==> src/rtl/keypad_pkg.sv <==
// Shared keypad definitions: scan column states, candidate encoding and the
// key-index (row*4+col) to hex lookup table.
package keypad_pkg;

   typedef enum logic [1:0] {COL0, COL1, COL2, COL3} col_t;

   // Candidate is {none, index}; index is only meaningful when none is 0.
   localparam logic [4:0] CAND_NONE = 5'b1_0000;

   // Nibble n holds the hex code of key index n (rows R1..R4, columns C1..C4).
   localparam logic [63:0] KEY_TABLE = {
      4'hD, 4'hE, 4'hF, 4'h0,
      4'hC, 4'h9, 4'h8, 4'h7,
      4'hB, 4'h6, 4'h5, 4'h4,
      4'hA, 4'h3, 4'h2, 4'h1
   };

   function automatic logic [3:0] key_hex(input logic [3:0] idx);
      logic [5:0] base;
      base = {idx, 2'b00};
      return KEY_TABLE[base +: 4];
   endfunction

endpackage

==> src/rtl/keypad_debounce.sv <==
// Scan-level debounce and key acceptance; optional auto-repeat is enabled by
// defining KEYPAD_AUTOREPEAT_EN.
module keypad_debounce
   import keypad_pkg::*;
#(
   parameter int unsigned DEBOUNCE_SCANS = 4
`ifdef KEYPAD_AUTOREPEAT_EN
   ,
   parameter int unsigned REPEAT_SCANS = 250
`endif
) (
   input  logic       clk,
   input  logic       rst,
   input  logic       scan_end_i,
   input  logic [4:0] cand_i,
   output logic [3:0] key_code_o,
   output logic       key_down_o,
   output logic       key_pulse_o
);

   logic [4:0] prev_q;
   logic [3:0] stable_q;
   logic [3:0] stable_d;
   logic [3:0] key_code_q;
   logic       key_down_q;
   logic       key_pulse_q;
   logic       same;
   logic       accept;
   logic [3:0] cand_hex;
`ifdef KEYPAD_AUTOREPEAT_EN
   localparam logic [15:0] REP_LAST = 16'(REPEAT_SCANS - 1);
   logic [15:0] rep_q;
`endif

   always_comb begin
      same     = (cand_i == prev_q);
      stable_d = 4'd1;
      if (same) begin
         stable_d = (stable_q == 4'hF) ? 4'hF : stable_q + 4'd1;
      end
      // Accept only on the scan where the count first hits the threshold,
      // including the saturated case where it would otherwise stay there.
      accept   = (stable_d == 4'(DEBOUNCE_SCANS)) &&
                 !(same && (stable_q == 4'(DEBOUNCE_SCANS)));
      cand_hex = key_hex(cand_i[3:0]);
   end

   always_ff @(posedge clk) begin
      if (rst) begin
         prev_q      <= CAND_NONE;
         stable_q    <= '0;
         key_code_q  <= '0;
         key_down_q  <= 1'b0;
         key_pulse_q <= 1'b0;
`ifdef KEYPAD_AUTOREPEAT_EN
         rep_q       <= '0;
`endif
      end else begin
         key_pulse_q <= 1'b0;
         if (scan_end_i) begin
            prev_q   <= cand_i;
            stable_q <= stable_d;
            if (accept) begin
`ifdef KEYPAD_AUTOREPEAT_EN
               rep_q <= '0;
`endif
               if (cand_i[4]) begin
                  key_down_q <= 1'b0;
               end else if (!key_down_q || (cand_hex != key_code_q)) begin
                  key_code_q  <= cand_hex;
                  key_down_q  <= 1'b1;
                  key_pulse_q <= 1'b1;
               end
            end
`ifdef KEYPAD_AUTOREPEAT_EN
            else if (key_down_q && !cand_i[4] && (cand_hex == key_code_q)) begin
               if (rep_q == REP_LAST) begin
                  rep_q       <= '0;
                  key_pulse_q <= 1'b1;
               end else begin
                  rep_q <= rep_q + 16'd1;
               end
            end else begin
               rep_q <= '0;
            end
`endif
         end
      end
   end

   assign key_code_o  = key_code_q;
   assign key_down_o  = key_down_q;
   assign key_pulse_o = key_pulse_q;

endmodule

==> src/rtl/keypad_scanner.sv <==
// 4x4 matrix keypad scanner: column drive, row sampling, priority encoding.
// Define KEYPAD_AUTOREPEAT_EN to enable held-key auto-repeat pulses.
module keypad_scanner
   import keypad_pkg::*;
#(
   parameter int unsigned SCAN_DIV       = 100000,
   parameter int unsigned DEBOUNCE_SCANS = 4,
   parameter int unsigned REPEAT_SCANS   = 250
) (
   input  logic       clk,
   input  logic       rst,
   output logic [3:0] col_n,
   input  logic [3:0] row_n,
   output logic [3:0] key_code,
   output logic       key_down,
   output logic       key_pulse
);

   localparam int unsigned   DW         = (SCAN_DIV > 1) ? $clog2(SCAN_DIV) : 1;
   localparam logic [DW-1:0] DWELL_LAST = DW'(SCAN_DIV - 1);

   if (SCAN_DIV < 4 || DEBOUNCE_SCANS < 1 || DEBOUNCE_SCANS > 15 || REPEAT_SCANS < 1)
   begin : g_bad_params
      $error("keypad_scanner: parameter out of range");
   end

   logic [3:0]    sync1_q;
   logic [3:0]    sync2_q;
   logic [DW-1:0] dwell_q;
   col_t          col_q;
   col_t          col_next;
   logic [3:0]    col_n_q;
   logic [15:0]   map_q;
   logic [15:0]   map_d;
   logic          scan_end_q;
   logic [4:0]    cand_q;
   logic [4:0]    cand_d;

   // map_d is the map as it would be after sampling the current column now.
   always_comb begin
      map_d = map_q;
      for (int unsigned r = 0; r < 4; r++) begin
         map_d[{2'(r), col_q}] = ~sync2_q[r];
      end
      cand_d = CAND_NONE;
      for (int unsigned i = 16; i > 0; i--) begin
         if (map_d[i-1]) cand_d = {1'b0, 4'(i - 1)};
      end
      case (col_q)
         COL0:    col_next = COL1;
         COL1:    col_next = COL2;
         COL2:    col_next = COL3;
         default: col_next = COL0;
      endcase
   end

   always_ff @(posedge clk) begin
      if (rst) begin
         sync1_q    <= '1;
         sync2_q    <= '1;
         dwell_q    <= '0;
         col_q      <= COL0;
         col_n_q    <= 4'b1110;
         map_q      <= '0;
         scan_end_q <= 1'b0;
         cand_q     <= CAND_NONE;
      end else begin
         sync1_q    <= row_n;
         sync2_q    <= sync1_q;
         scan_end_q <= 1'b0;
         if (dwell_q == DWELL_LAST) begin
            dwell_q <= '0;
            map_q   <= map_d;
            col_q   <= col_next;
            col_n_q <= ~(4'b0001 << col_next);
            if (col_q == COL3) begin
               scan_end_q <= 1'b1;
               cand_q     <= cand_d;
            end
         end else begin
            dwell_q <= dwell_q + 1'b1;
         end
      end
   end

   assign col_n = col_n_q;

   keypad_debounce #(
      .DEBOUNCE_SCANS (DEBOUNCE_SCANS)
`ifdef KEYPAD_AUTOREPEAT_EN
      ,
      .REPEAT_SCANS   (REPEAT_SCANS)
`endif
   ) u_debounce (
      .clk         (clk),
      .rst         (rst),
      .scan_end_i  (scan_end_q),
      .cand_i      (cand_q),
      .key_code_o  (key_code),
      .key_down_o  (key_down),
      .key_pulse_o (key_pulse)
   );

endmodule

==> config.mk <==
export PLATFORM = sky130hd
export DESIGN_NAME = keypad_scanner
export DESIGN_NICKNAME = d
export VERILOG_FILES = /design/src/rtl/keypad_pkg.sv /design/src/rtl/keypad_debounce.sv /design/src/rtl/keypad_scanner.sv
export SDC_FILE = /design/constraint.sdc
export NUM_CORES = 1
export LEC_CHECK = 0
export ABC_AREA = 1
export BUFFER_PORTS_ARGS = -buffer_cell sky130_fd_sc_hd__buf_2
export CORE_ASPECT_RATIO = 0.8
export CORE_UTILIZATION = 40
export CTS_CLUSTER_SIZE = 10
export DETAILED_ROUTE_END_ITERATION = 6
export PLACE_DENSITY = 0.57
export REMOVE_ABC_BUFFERS = 1
export SETUP_SLACK_MARGIN = 0.1
export SYNTH_ARGS = -nofsm -noshare
export SYNTH_HDL_FRONTEND = slang
export SYNTH_SLANG_ARGS = --single-unit
==> constraint.sdc <==
create_clock -name clk -period 2.9 [get_ports clk]
set_clock_uncertainty 0.2 [all_clocks]
set_input_delay 0.58 -clock clk [delete_from_list [all_inputs] [get_ports clk]]
set_output_delay 0.58 -clock clk [all_outputs]
set_load 0.02 [all_outputs]
==> results.cfg, run 1 <==
[floorplan]
core-area_um2 = 7570
die_h_um = 81.8
std_cell_rows = 28
die_x_um = 102
dieArea_um2 = 8330
io_pins = 16
start_util = 0.421

[synthesis]
syn_inst = 408
yosys.area.top_type_share = 0.427
async_reset_ff_frac = 0
synth_top_area_cell = dfxtp_1
synth_ff_type = dfxtp_1
syn_area_um2 = 3190
synth-edff-count = 0
ys_warn_count = 0
yosys-top-cells-area = dfxtp_1, nand2_1, o21ai_0
ys_ff_latch = 68
synth.yosys.seq_area_share = 0.427
syn_area_per_cell_um2 = 7.81
synth_cell_types = 43

[timing]
worst_pin_slew_ns = 0.557
rsz0062_at_grt = no
slew_viol_final = 0
period_share = 0.854
final_hold_viol_count = 0
finalSetupTns_ns = 0
period_needed_ns = 2.48
slew_headroom = 0.628
setup_viol = 0
max_freq_mhz = 404

[job]
cap_violations = 0

[cts]
h-tree-depth = 3
cts_buffers = 9
cts_tree = built
clkLatencyLatePin_ns = 0.34
cts_buffer_depth = 2
path_clk_slew_ns = 0.08
cts_sinks = 68
cts_setup_buffers = 0
cts_root_buf = clkbuf_8

[critical_path]
crit_slowest_cell = nor2_4
slowest_delay_ns = 0.44
timing.critical_path.from = dwell_q[0]
r2r_start = dwell_q[0]
crit_fanout = 25
end_kind = register
critical-path-top-delay-family = simple AND/OR/NAND/NOR gates
r2r_slack_ns = 0.42
required_ns = 2.99
crit_path_frequent_cell = inv_1
worstPathCellList = ha_1 > nand2_2 > nor2_2 > inv_1 > nor2_1 > nand3_1 > inv_1 > nor2_4 > inv_1 > a21oi_1 > o21a_1
arrival_ns = 2.56
startpoint_type = register
r2r_end = dwell_q[12]
rr_worst_depth = 11
critPathBufInv = 3
crit_type = register to register

[min_path]
min_from = sync1_q[3]
whs_endpoint = sync2_q[3]
hold_depth = 1
hp-class = register to register

[power_and_ir_drop]
ir_worst_vdd_mv = 0.225
p_leak_uw = 0.00143
p_per_area_nw_per_um2 = 566
power_uw = 2040

[layout]
final_layout_size_suffix_gt1_frac = 0.154
area_delta_synth_final_pct = 13.4
final_util = 0.478
layout.cells.non_filler = 534
finalNetCount = 442
antennaDiodeCount = 0

[global_route]
gr-usage-met2 = 0.247
grtUsageTotal = 0.172
grtUsageMet3 = 0.0511
grt_start_max_net_pins = 26
grt_pass1_wl_mm = 10.9
gr-max-usage-layer = met2
grt_util_met1 = 0.243
grt_pass1_vias = 2310
antenna_found_initial = 0
overflow = 0

[routing]
drt_iter0_drc = 102
vias_per_cell = 4.89
vias = 2611
ant_nets = 0
drcViolationCount = 0
routed_wl_mm = 6.50
first_pass_iters = 5
wl_per_cell_um = 12.2

[placed_design]
portBuffers = 15
gp_congestion = 0.790
dp.cells = 518
hpwlAfterDp_mm = 4.55

[status]
status = finished, final reports clean
[layout by cell type, fill, tap and decap left out, types with 12 or more instances in the layout]
| master | n |
|---|---|
| o21ai_0 | 40 |
| nor2_1 | 30 |
| ha_1 | 12 |
| o21ai_1 | 14 |
| a21oi_1 | 25 |
| inv_1 | 38 |
| nand2_1 | 81 |
| dfxtp_1 | 68 |
| nand3_1 | 13 |
| buf_2 | 15 |
[repair_timing]
item | CTS | global route
hold buffers | 0 | 0
endpoints found under the setup margin | 8 | 0
gates resized for setup | 1 | 0
[logic make-up after synthesis]
kind of cell    after synthesis  synth area share
buf+inv                      52            0.0707
simple gates                165             0.248
xor+xnor                     11            0.0302
fa+ha+maj                    12            0.0471
compound gates              100             0.177
flops                        68             0.427
[flip-flops by register name, summed over array words and instances (netlist names), 4 cells and up]
register               flops
sync2_q                    4
u_debounce.prev_q          5
dwell_q                   17
col_n                      4
u_debounce.stable_q        4
cand_q                     5
map_q                     16
sync1_q                    4
u_debounce.key_code_o      4
[worst max path at each step]
stage                              to  cells past startpoint  slack [ns]
after floorplan            dwell_q[9]                     11        0.67
after global placement     dwell_q[9]                     11        0.08
after detailed placement  dwell_q[12]                     11        0.02
after CTS                 dwell_q[12]                     11        0.38
after global routing       dwell_q[2]                     10        0.17
final                     dwell_q[12]                     11        0.42
[Yosys cell counts (3+ instances only)]
| cell | number |
|---|---|
| a21oi_2 | 3 |
| clkbuf_1 | 4 |
| ha_1 | 12 |
| nor4_1 | 3 |
| nand4_1 | 8 |
| dfxtp_1 | 68 |
| nor2_2 | 5 |
| o21ai_1 | 14 |
| nand2_1 | 81 |
| o21a_1 | 3 |
| xor2_1 | 10 |
| inv_1 | 38 |
| nand3_1 | 13 |
| nor3_2 | 3 |
| or2_2 | 9 |
| a21oi_1 | 25 |
| buf_2 | 5 |
| nor2_1 | 30 |
| o21ai_2 | 3 |
| o21ai_0 | 40 |
[through the flow]
step	hold WS, ns	instance area, µm²	setup WS [ns]
finish	0.215	3610	0.424
global route	0.199	3610	0.172
CTS	0.199	3610	0.381
detailed placement	0.197	3340	0.0204
global placement	0.192	3340	0.0799
floorplan	0.189	3120	0.673
[power by group]
| group | switching, µW | total, µW | internal [µW] | leakage (µW) |
|---|---|---|---|---|
| Combinational | 28.4 | 43.1 | 14.7 | 0.000742 |
| Clock | 370 | 1050 | 684 | 0.000137 |
| Sequential | 5.95 | 948 | 942 | 0.000550 |
[worst reg2reg max path, cell delays in order, from the launching register on]
cell and delay, ns:
dfxtp_1 0.34, ha_1 0.22, nand2_2 0.10, nor2_2 0.05, inv_1 0.08, nor2_1 0.05, nand3_1 0.10, inv_1 0.08
nor2_4 0.44, inv_1 0.40, a21oi_1 0.23, o21a_1 0.13
[cell type report]
cell class | count | area, µm²
clock buffer | 10 | 138
clock inverter | 6 | 134
fill | 767 | 3950
inverter | 40 | 155
multi-input combinational | 288 | 1600
sequential | 68 | 1360
tap | 105 | 131
timing repair buffer | 17 | 90.1
[layer usage]
layer | vias to the layer above | wire length, µm
li1 | 1389 | -
met1 | 1174 | 3550
met2 | 44 | 2660
met3 | 4 | 253
met4 | 0 | 33
met5 | - | 0
No activity file was read; power rests on OpenSTA's default activity.
==> run 2, diff against run 1 <==
Settings changed: PLACE_DENSITY 0.57 to not set.
==> run 2 against run 1 <==
  * Combinational power grew 1%
  * Register-to-register slack got worse by 0.06 ns
  * Non-clock buffer count shrank 1
  * Hold slack worse by 0.0052 ns
  * Critical path type unchanged
  * Largest power group is now sequential cells
==> results.cfg, run 2 (same netlist as run 1, synthesis figures left out) <==
[power_and_ir_drop]
p_clk_frac = 0.446
intPower_uw = 1400
p_leak_uw = 0.00139
p_sw_uw = 391
seq_power_share = 0.530
swShare = 0.219
p_per_area_nw_per_um2 = 506
ir_worst_vdd_mv = 0.183
comb_power_share = 0.024

[floorplan]
dieArea_um2 = 8330
std_cell_rows = 28
io_pins = 16
die_x_um = 102
start_util = 0.421
core-area_um2 = 7570
die_h_um = 81.8

[layout]
top_register = dwell_q
final_layout_size_suffix_gt1_frac = 0.150
antennaDiodeCount = 0
largestRegisters = dwell_q: 17 flops, map_q: 16 flops
layout_common_cells = nand2_1, dfxtp_1, o21ai_0
finalNetCount = 441
final_util = 0.467
final_common_cell = nand2_1
area_delta_synth_final_pct = 11.0
fillCellCount = 766
largest_reg_flops = 17
final_area_um2 = 3540

[critical_path]
worstPathCellList = inv_1 > ha_1 > or2_2 > o22ai_1 > xor2_1 > a211oi_1 > nand3b_1 > nand2_2 > clkinv_4 > o21ai_2 > a21oi_2
arrival_ns = 2.55
crit_fanout = 7
slowest_delay_ns = 0.46
r2r_start = cand_q[0]
required_ns = 2.92
end_kind = register
r2r_slack_ns = 0.37
r2r_end = u_debounce.key_code_o[3]
timing.critical_path.from = cand_q[0]
crit_type = register to register
crit_slowest_cell = dfxtp_1
critical_path.endpoint = u_debounce.key_code_o[3]
startpoint_type = register
rr_worst_depth = 11

[routing]
drt_iter0_drc = 89
routed_wl_mm = 6.52
vias_per_cell = 4.89
vias = 2606
first_pass_iters = 4
drcViolationCount = 0
ant_nets = 0
wl_per_cell_um = 12.2

[timing]
worst_pin_slew_ns = 0.575
period_needed_ns = 2.53
final_hold_viol_count = 0
fin_hold_ws_ns = 0.210
setup_viol = 0
rsz0062_at_grt = no
slew_viol_final = 0
slew_headroom = 0.616
max_freq_mhz = 395
period_share = 0.873

[global_route]
overflow = 0
grt_start_max_net_pins = 26
grt_pass1_vias = 2431
antenna_found_initial = 0
grt_pass1_wl_mm = 11.3
grtUsageTotal = 0.178

[cts]
cts_sinks = 68
cts_tree = built
postCtsHoldBufs = 0
cts_buffers = 9
clkLatencyLatePin_ns = 0.35
path_clk_slew_ns = 0.07
cts_root_buf = clkbuf_8
cts_buffer_depth = 2
h-tree-depth = 3

[placed_design]
dpl_cell_area_um2 = 3330
hpwlAfterDp_mm = 4.51
gp_congestion = 0.787
portBuffers = 15

[min_path]
hp-class = register to register

[job]
cap_violations = 0

[status]
status = finished, final reports clean
[run 2: cell types whose count changed in the layout (fill, tap and decap cells not counted)]
cell	delta
buf_4	-1
bufinv_16	-3
clkbuf_8	+1
inv_6	-1
clkinv_2	+1
clkbuf_1	+1
clkinvlp_4	+1
[run 2: critical path, delay by kind of cell (launching register included)]
kind | cells | cell delay, ns
XOR/XNOR | 1 | 0.11
adder cells (fa/ha/maj) | 1 | 0.22
buffers and inverters | 2 | 0.23
AND/OR/NAND/NOR | 3 | 0.54
flip-flops | 1 | 0.46
AO/OA/AOI/OAI | 4 | 0.65
[run 2: layout make-up]
cell class | count | area [µm²] | share of cell area
clock buffers | 12 | 155 | 0.0439
clock inverters | 4 | 47.5 | 0.0134
inverters | 40 | 155 | 0.0439
multi-input cells | 288 | 1600 | 0.453
flip-flops and latches | 68 | 1360 | 0.385
well taps | 105 | 131 | 0.0371
repair buffers | 16 | 82.6 | 0.0233
[run 2: timing repair]
action,4_1_cts,5_1_grt
setup buffers,0,0
gates resized for setup,1,0
setup endpoints to repair,10,0
[run 2: power groups by stage]
stage	clock, µW	combinational, µW	sequential (µW)
CTS	821	44.1	948
finish	798	43.6	948
global placement	0	42.6	969
detailed placement	0	43.3	969
global route	861	49.5	949
floorplan	0	26.6	968
[run 2: worst min-delay path by stage]
stage          startpoint          to  slack (ns)  cells past startpoint
6_report       sync1_q[2]  sync2_q[2]        0.21                      1
5_1_grt          row_n[0]  sync1_q[0]        0.20                      2
4_1_cts          row_n[0]  sync1_q[0]        0.20                      2
3_5_place_dp   sync1_q[2]  sync2_q[2]        0.20                      1
3_3_place_gp   sync1_q[0]  sync2_q[0]        0.19                      1
2_1_floorplan  sync1_q[0]  sync2_q[0]        0.19                      1
[run 2: per-layer routing]
metal,vias up,GRT usage,routed length [µm]
li1,1397,-,-
met2,35,0.274,2780
met4,0,0.0565,63
met1,1165,0.234,3430
met3,9,0.0596,245
met5,-,0,0
[run 2: metrics by stage]
| step | power [µW] | TNS (ns) | cells | setup WS, ns |
|---|---|---|---|---|
| floorplan | 994 | 0 | 396 | 0.673 |
| global placement | 1010 | 0 | 517 | 0.107 |
| detailed placement | 1010 | -0.0254 | 517 | -0.0179 |
| CTS | 1810 | 0 | 533 | 0.381 |
| global route | 1860 | 0 | 533 | 0.163 |
| finish | 1790 | 0 | 533 | 0.369 |
